`src/rtl/ifetch_queue_if.sv`:
```
// Fetch-side bundle: dual-port IMem read bus, redirect request and the
// valid/ready instruction handoff toward decode.
interface ifetch_queue_if;
    logic [5:0]  imem_a1;
    logic [5:0]  imem_a2;
    logic [31:0] imem_rd1;
    logic [31:0] imem_rd2;
    logic        redirect_valid;
    logic [31:0] redirect_pc;
    logic        inst_valid;
    logic [31:0] inst;
    logic [31:0] inst_pc;
    logic        inst_ready;
    logic [15:0] delivered_cnt;

    modport master (
        output imem_a1, imem_a2, inst_valid, inst, inst_pc, delivered_cnt,
        input  imem_rd1, imem_rd2, redirect_valid, redirect_pc, inst_ready
    );

    modport slave (
        input  imem_a1, imem_a2, inst_valid, inst, inst_pc, delivered_cnt,
        output imem_rd1, imem_rd2, redirect_valid, redirect_pc, inst_ready
    );
endinterface

```
`src/rtl/ifetch_queue.sv`:
```
// Instruction fetch queue: pulls up to two sequential words per cycle from a
// dual-read-port IMem and hands them to decode one per cycle.
module ifetch_queue #(
    parameter logic [31:0] RESET_PC = 32'h0000_0000,
    parameter int          QDEPTH   = 4
) (
    input logic           clk,
    input logic           rst_n,
    ifetch_queue_if.master bus
);
    localparam int PW = $clog2(QDEPTH);
    localparam int CW = PW + 1;

    logic [31:0]   fpc;
    logic [31:0]   q_inst [QDEPTH];
    logic [31:0]   q_pc   [QDEPTH];
    logic [PW-1:0] head;
    logic [PW-1:0] tail;
    logic [PW-1:0] tail_p1;
    logic [CW-1:0] count;
    logic [CW-1:0] free;
    logic [15:0]   dcnt;
    logic [1:0]    npush;
    logic          pop;

    assign bus.imem_a1       = fpc[7:2];
    assign bus.imem_a2       = fpc[7:2] + 6'd1;
    assign bus.inst_valid    = (count != '0) & ~bus.redirect_valid;
    assign bus.inst          = q_inst[head];
    assign bus.inst_pc       = q_pc[head];
    assign bus.delivered_cnt = dcnt;

    assign pop     = bus.inst_valid & bus.inst_ready;
    assign tail_p1 = tail + PW'(1);
    // Space is judged on the registered count; a same-cycle pop frees nothing.
    assign free    = CW'(QDEPTH) - count;

    // NOTE: every always_comb output gets a default first so no latch is inferred.
    always_comb begin
        npush = 2'd0;
        if (free >= CW'(2))
            npush = 2'd2;
        else if (free == CW'(1))
            npush = 2'd1;
    end

    // NOTE: sequential state uses non-blocking assignments only, so every
    // reader sees pre-edge values regardless of process order.
    always_ff @(posedge clk) begin
        if (!rst_n) begin
            fpc   <= RESET_PC;
            head  <= '0;
            tail  <= '0;
            count <= '0;
            dcnt  <= '0;
            // NOTE: queue storage is cleared too, so inst/inst_pc read as 0
            // out of reset instead of stale words.
            for (int i = 0; i < QDEPTH; i++) begin
                q_inst[i] <= '0;
                q_pc[i]   <= '0;
            end
        end else if (bus.redirect_valid) begin
            fpc   <= {bus.redirect_pc[31:2], 2'b00};
            head  <= '0;
            tail  <= '0;
            count <= '0;
        end else begin
            if (npush != 2'd0) begin
                q_inst[tail] <= bus.imem_rd1;
                q_pc[tail]   <= fpc;
            end
            if (npush == 2'd2) begin
                q_inst[tail_p1] <= bus.imem_rd2;
                q_pc[tail_p1]   <= fpc + 32'd4;
            end
            tail  <= tail + PW'(npush);
            fpc   <= fpc + {28'd0, npush, 2'b00};
            count <= count + CW'(npush) - CW'(pop);
            if (pop) begin
                head <= head + PW'(1);
                if (dcnt != 16'hFFFF)
                    dcnt <= dcnt + 16'd1;
            end
        end
    end
endmodule

```
`src/flat_wrapper.sv`:
```
// flat-port wrapper written by rule: the top's interface ports become plain ports
module ifetch_queue_flat 
#(
    parameter logic [31:0] RESET_PC = 32'h0000_0000,
    parameter int          QDEPTH   = 4
)
  (clk, rst_n, bus_imem_a1, bus_imem_a2, bus_inst_valid, bus_inst, bus_inst_pc, bus_delivered_cnt, bus_imem_rd1, bus_imem_rd2, bus_redirect_valid, bus_redirect_pc, bus_inst_ready);
  ifetch_queue_if bus_i ();
  input logic clk;
  input logic rst_n;
  output wire logic [$bits(bus_i.imem_a1)-1:0] bus_imem_a1;
  output wire logic [$bits(bus_i.imem_a2)-1:0] bus_imem_a2;
  output wire logic [$bits(bus_i.inst_valid)-1:0] bus_inst_valid;
  output wire logic [$bits(bus_i.inst)-1:0] bus_inst;
  output wire logic [$bits(bus_i.inst_pc)-1:0] bus_inst_pc;
  output wire logic [$bits(bus_i.delivered_cnt)-1:0] bus_delivered_cnt;
  input wire logic [$bits(bus_i.imem_rd1)-1:0] bus_imem_rd1;
  input wire logic [$bits(bus_i.imem_rd2)-1:0] bus_imem_rd2;
  input wire logic [$bits(bus_i.redirect_valid)-1:0] bus_redirect_valid;
  input wire logic [$bits(bus_i.redirect_pc)-1:0] bus_redirect_pc;
  input wire logic [$bits(bus_i.inst_ready)-1:0] bus_inst_ready;
  assign bus_imem_a1 = bus_i.imem_a1;
  assign bus_imem_a2 = bus_i.imem_a2;
  assign bus_inst_valid = bus_i.inst_valid;
  assign bus_inst = bus_i.inst;
  assign bus_inst_pc = bus_i.inst_pc;
  assign bus_delivered_cnt = bus_i.delivered_cnt;
  assign bus_i.imem_rd1 = bus_imem_rd1;
  assign bus_i.imem_rd2 = bus_imem_rd2;
  assign bus_i.redirect_valid = bus_redirect_valid;
  assign bus_i.redirect_pc = bus_redirect_pc;
  assign bus_i.inst_ready = bus_inst_ready;
  ifetch_queue #(.RESET_PC(RESET_PC), .QDEPTH(QDEPTH)) u_core (.clk(clk), .rst_n(rst_n), .bus(bus_i));
endmodule
```
`config.mk`:
```
export PLATFORM = sky130hd
export DESIGN_NAME = ifetch_queue_flat
export DESIGN_NICKNAME = d
export VERILOG_FILES = /design/src/rtl/ifetch_queue_if.sv /design/src/rtl/ifetch_queue.sv /design/src/flat_wrapper.sv
export SDC_FILE = /design/constraint.sdc
export NUM_CORES = 1
export LEC_CHECK = 0
export BUFFER_PORTS_ARGS = -buffer_cell sky130_fd_sc_hd__buf_2
export CORE_MARGIN = 2
export CORE_UTILIZATION = 30
export CTS_CLUSTER_DIAMETER = 200
export DETAILED_ROUTE_END_ITERATION = 16
export MAX_ROUTING_LAYER = met4
export PLACE_DENSITY = 0.44
export REMOVE_ABC_BUFFERS = 1
export SLEW_MARGIN = 20
export SYNTH_ARGS = -nofsm -noshare
export SYNTH_HDL_FRONTEND = slang
export SYNTH_SLANG_ARGS = --single-unit
```
`constraint.sdc`:
```
create_clock -name clk -period 15.1 [get_ports clk]
set_clock_uncertainty 0.1 [all_clocks]
set_input_delay 3.02 -clock clk [delete_from_list [all_inputs] [get_ports clk]]
set_output_delay 3.02 -clock clk [all_outputs]
set_load 0.05 [all_outputs]
```
== Word-level counts from Yosys, hierarchy flattened ==
Memories as Yosys holds them, arrays and structs flattened. A register that Yosys moved wholly into a read port is not among the register bits.
Cells that the tools add are included.

* Register bits: 55
* RAM bits: 256
* Output and inout port bits: 93
* Logic and storage cells: 62
* Memories kept: 2

{| class="wikitable"
|+ Memory list
! memory !! words !! bits a word !! read ports !! clocked after Yosys merged registers in !! write ports !! RTL line !! text
|-
| u_core.q_inst || 4 || 32 || 1 || 1 || 4 || ifetch_queue.sv:15 || <nowiki>logic [31:0] q_inst [QDEPTH];</nowiki>
|-
| u_core.q_pc || 4 || 32 || 1 || 1 || 4 || ifetch_queue.sv:16 || <nowiki>logic [31:0] q_pc [QDEPTH];</nowiki>
|}

* Add/subtract/negate cells: 10
* Magnitude comparators: 1
* Equality and inequality tests: 3
* Multiplexer cells: 28
* Bitwise logic cells: 4
* Reduce and logical (&&, ||, !) cells: 8

{| class="wikitable"
|+ Operator list
! cell !! count
|-
| $mux W32 || 5
|-
| $reduce_or A32 Y1 || 4
|-
| $add A32 B3 Y32 const B || 1
|-
| $add A32 B4 Y32 || 1
|-
| $mux W2 || 9
|-
| $add A16 B1 Y16 const B || 1
|-
| $ne A16 B16 Y1 const B || 1
|-
| $mux W1 || 14
|-
| $add A6 B1 Y6 const B || 1
|-
| $add A2 B1 Y2 const B || 2
|-
| $add A3 B2 Y3 || 1
|-
| $eq A3 B1 Y1 const B || 1
|-
| $ge A3 B2 Y1 const B || 1
|-
| $reduce_and A3 Y1 || 1
|-
| $reduce_bool A3 Y1 || 1
|-
| $sub A3 B1 Y3 || 1
|-
| $sub A3 B3 Y3 const A || 1
|-
| $add A2 B2 Y2 || 1
|-
| $and A1 B1 Y1 || 2
|-
| $eq A2 B2 Y1 const B || 1
|-
| $not A1 Y1 || 2
|-
| $reduce_bool A2 Y1 || 1
|-
| $reduce_or A2 Y1 || 1
|}

== Depth between registers and ports, before layout ==
* Word-level depth: 11
* Gate-level depth with buffers: 14
* Gate-level depth less buffers: 13

== Worst setup path before layout ==
Ideal clock, no wire load.

* Path type: input port to flip-flop
* From: in bus_redirect_valid
* To: mem u_core.q_inst[3][0], enable pin
* Library setup time: 568 ps
* Data arrival time: 7947 ps
* Data required time: 14432 ps
* Slack: 6486 ps
* Stages: 5
* Cells stage by stage: buf_6 -> clkinv_1 -> clkbuf_1 -> nand2_1 -> o21ai_0

{| class="wikitable"
|+ RTL lines
! what !! RTL line !! text
|-
| start: declaration || flat_wrapper.sv:19 || <nowiki>input wire logic [$bits(bus_i.redirect_valid)-1:0] bus_redirect_valid;</nowiki>
|-
| end: declaration || ifetch_queue.sv:15 ||
|}

== Final worst setup path ==
* From: in bus_redirect_valid
* To: out bus_inst_valid

* Longest elaborated chain between the ends: 2

{| class="wikitable"
|+ RTL lines
! what !! RTL line !! text
|-
| $not A1 Y1 || ifetch_queue.sv:28 || <nowiki>assign bus.inst_valid = (count != '0) & ~bus.redirect_valid;</nowiki>
|-
| $and A1 B1 Y1 || ifetch_queue.sv:28 ||
|-
| end: declaration || flat_wrapper.sv:13 || <nowiki>output wire logic [$bits(bus_i.inst_valid)-1:0] bus_inst_valid;</nowiki>
|}

No other way between the ends.

==> run_results.csv <==
group,metric,value,unit
outcome,status,"finished clean",
cells_and_area,nFillCells,5265,
timing,fmax,149,MHz
floorplanning,initial_core_util,30.2,%
setup_path,end_kind,"primary output",
min_path,min_path_cells,2,
yosys,ys_top_cells_by_area,"edfxtp_1 (47%), mux4_2 (8.8%), dfxtp_1 (7.0%), a22o_1 (6.7%), o21ai_0 (3.9%)",
timing,worst_slew_pin_slew,1050,ps
place,post-place-cells,2120,
clocking,insertion_delay,560,ps
min_path,holdCritPathClass,"flop to flop",
routing,first_pass_iters,5,
yosys,synth.avg_cell_area,11.6,µm²
yosys,synth_flop_cell,"edfxtp_1",
pwr,power_density,134,nW/µm²
routing,routed_wl,52500,µm
floorplanning,rows,84,
pwr,power.leakage,6.57,nW
timing,hold_viol_final,0,
routing,detail-route-antenna-nets,0,
yosys,synth_top_area_share,47.1,%
clocking,numCtsBuffers,39,
yosys,yosys_warnings,0,
cells_and_area,drive_gt1_share,23.7,%
timing,setup_tns,0,ps
cells_and_area,nNetsFinal,1588,
place,dp_hpwl,31500,µm
floorplanning,core,52300,µm²
yosys,yosysUniqueCellTypes,60,
yosys,async_reset_ff_share,0,%
grt,grt_pass1_vias,12100,
yosys,netlist_instances,1360,
cells_and_area,seq_area,8560,µm²
clocking,htreeDepth,2,
timing,setup_viol,0,
clocking,root_buffer,"clkbuf_16",
timing,rsz0062_at_grt,"no",
routing,vias,12000,
cells_and_area,final_cells,2194,
timing,max_slew_margin,29.9,%
floorplanning,die_h,233,µm
place,dpl-instance-area,17300,µm²
yosys,ys_ff_latch,303,
setup_path,cp_max_fo,11,
grt,grt_pass1_wl,77700,µm
timing,period_minus_slack,6710,ps
clocking,cts.sinks,303,
floorplanning,ios,193,
clocking,cts_max_path_buffers,3,
yosys,synth_top_cell_by_area,"edfxtp_1",
grt,gr-total-overflow,0,
clocking,postCtsSetupRepairBufs,0,
floorplanning,die_area,54500,µm²
grt,antenna_found_initial,0,
setup_path,crit_path_start_kind,"input pin",
setup_path,cp.arrival,3590,ps
pwr,peakVddDrop,0.0000613,V
clocking,hold_buffers,0,
cells_and_area,synthToLayoutAreaGrowth,17.1,%
routing,wire_per_inst,23.9,µm
place,globalplace.congestion,0.792,
flow_run,cap_violations,0,
yosys,ys_seq_area_share,54.1,%
routing,drt-initial-drc-count,946,
yosys,synth_edf_count,248,
grt,grt_max_degree,53,
timing,min_period_over_period,44.4,%
clocking,clk_pin_slew,50,ps
yosys,syn-cell-area,15800,µm²
clocking,postCtsResizedCells,0,
setup_path,path_class,"input pin to primary output",
routing,viasPerCell,5.49,
cells_and_area,final_cell_area,18500,µm²
floorplanning,die_x,233,µm
setup_path,cp.required,11980,ps
timing,drv_slew,0,
grt,grt_usage,19.8,%
cells_and_area,multi_input_area,6680,µm²
clocking,cts_tree,"yes",
setup_path,ff2ff_path_depth,13,
place,numPortBuffers,188,
routing,drc,0,
where the power goes:
group | internal [mW] | switching, mW | leakage [nW]
sequential | 1.04 | 0.0527 | 3.05
clock | 0.500 | 0.363 | 0.571
combinational | 0.155 | 0.376 | 2.96
total | 1.69 | 0.791 | 6.57
placed cells by master, fill, tap and decap left out, types with 17 or more instances in the layout:
cell type  netlist  layout
buf_2           32     188
a31oi_1         44      44
clkbuf_16        0      40
mux4_2          62      62
nor2_1          85      82
edfxtp_1       248     248
nand4_1         23      23
xnor2_1         25      25
o31ai_1         62      62
nand2_1         98      98
o21ai_0        122     121
a21oi_1         69      69
buf_4            8      25
xor2_1          20      20
a22o_1         121     121
dfxtp_1         55      53
inv_1           17      17
nand3_1         34      31
through the flow:
| step | total power [mW] | util (%) | hold WS (ps) | setup slack [ps] |
|---|---|---|---|---|
| floorplan | 1.45 | - | 385 | 6450 |
| global placement | 1.64 | 33.0 | 392 | 8370 |
| detailed placement | 1.65 | 33.0 | 410 | 8370 |
| CTS | 2.52 | 35.3 | 413 | 8370 |
| global route | 2.59 | 35.3 | 446 | 8350 |
| finish | 2.48 | 35.3 | 407 | 8390 |
registers in the layout (all words and copies together), names as in the netlist, named ones only:
signal,flops
u_core.q_inst,128
u_core.q_pc,120
u_core.fpc,30
u_core.bus.delivered_cnt,16
u_core.count,3
u_core.head,2
u_core.tail,2
routing by layer:
layer	GRT usage, %	wire (µm)	vias up
met4	5.83	1170	0
li1	-	-	5546
met1	25.3	22700	5995
met3	3.70	3400	80
met2	32.0	25200	418
met5	-	0	-
kinds of logic after synthesis:
logic type	count (synthesis)	share of synthesized area, %
AOI/OAI and AO/OA	444	18.7
adders and majority gates	14	1.20
muxes	68	9.22
and+or+nand+nor	325	9.97
xor gates and xnor gates	45	2.49
buffers and inverters	160	4.29
DFF	303	54.1
other	1	0.0237
cell usage after synthesis, types with 23 or more instances:
cell and number:
o31ai_1 62, dfxtp_1 55, a21oi_1 69, edfxtp_1 248, nand4_1 23, clkbuf_1 88, a22o_1 121, xnor2_1 25
o21ai_0 122, nand2_1 98, buf_2 32, a31oi_1 44, nor2_1 85, nand3_1 34, mux4_2 62
final cells by class:
cell class	count	area share [%]
Tap cell	688	4.65
Clock inverter	18	0.507
Timing Repair Buffer	214	6.25
Clock buffer	53	5.84
Multi-Input combinational cell	898	36.1
Inverter	18	0.365
Antenna cell	2	0.0271
Sequential cell	303	46.2
critical path, stage by stage:
cell    delay (ps)
buf_2          190
nor2_1         110
buf_2          270
worst paths after layout:
kind,start,to,slack (ps)
worst max-delay path,bus_redirect_valid,bus_inst_valid,8390
worst max register to register,u_core.count[1],u_core.fpc[18],10900
worst min register to register,u_core.bus.delivered_cnt[5],u_core.bus.delivered_cnt[5],410
worst min-delay path,u_core.bus.delivered_cnt[5],u_core.bus.delivered_cnt[5],410
(Power assumes the default switching activity.)
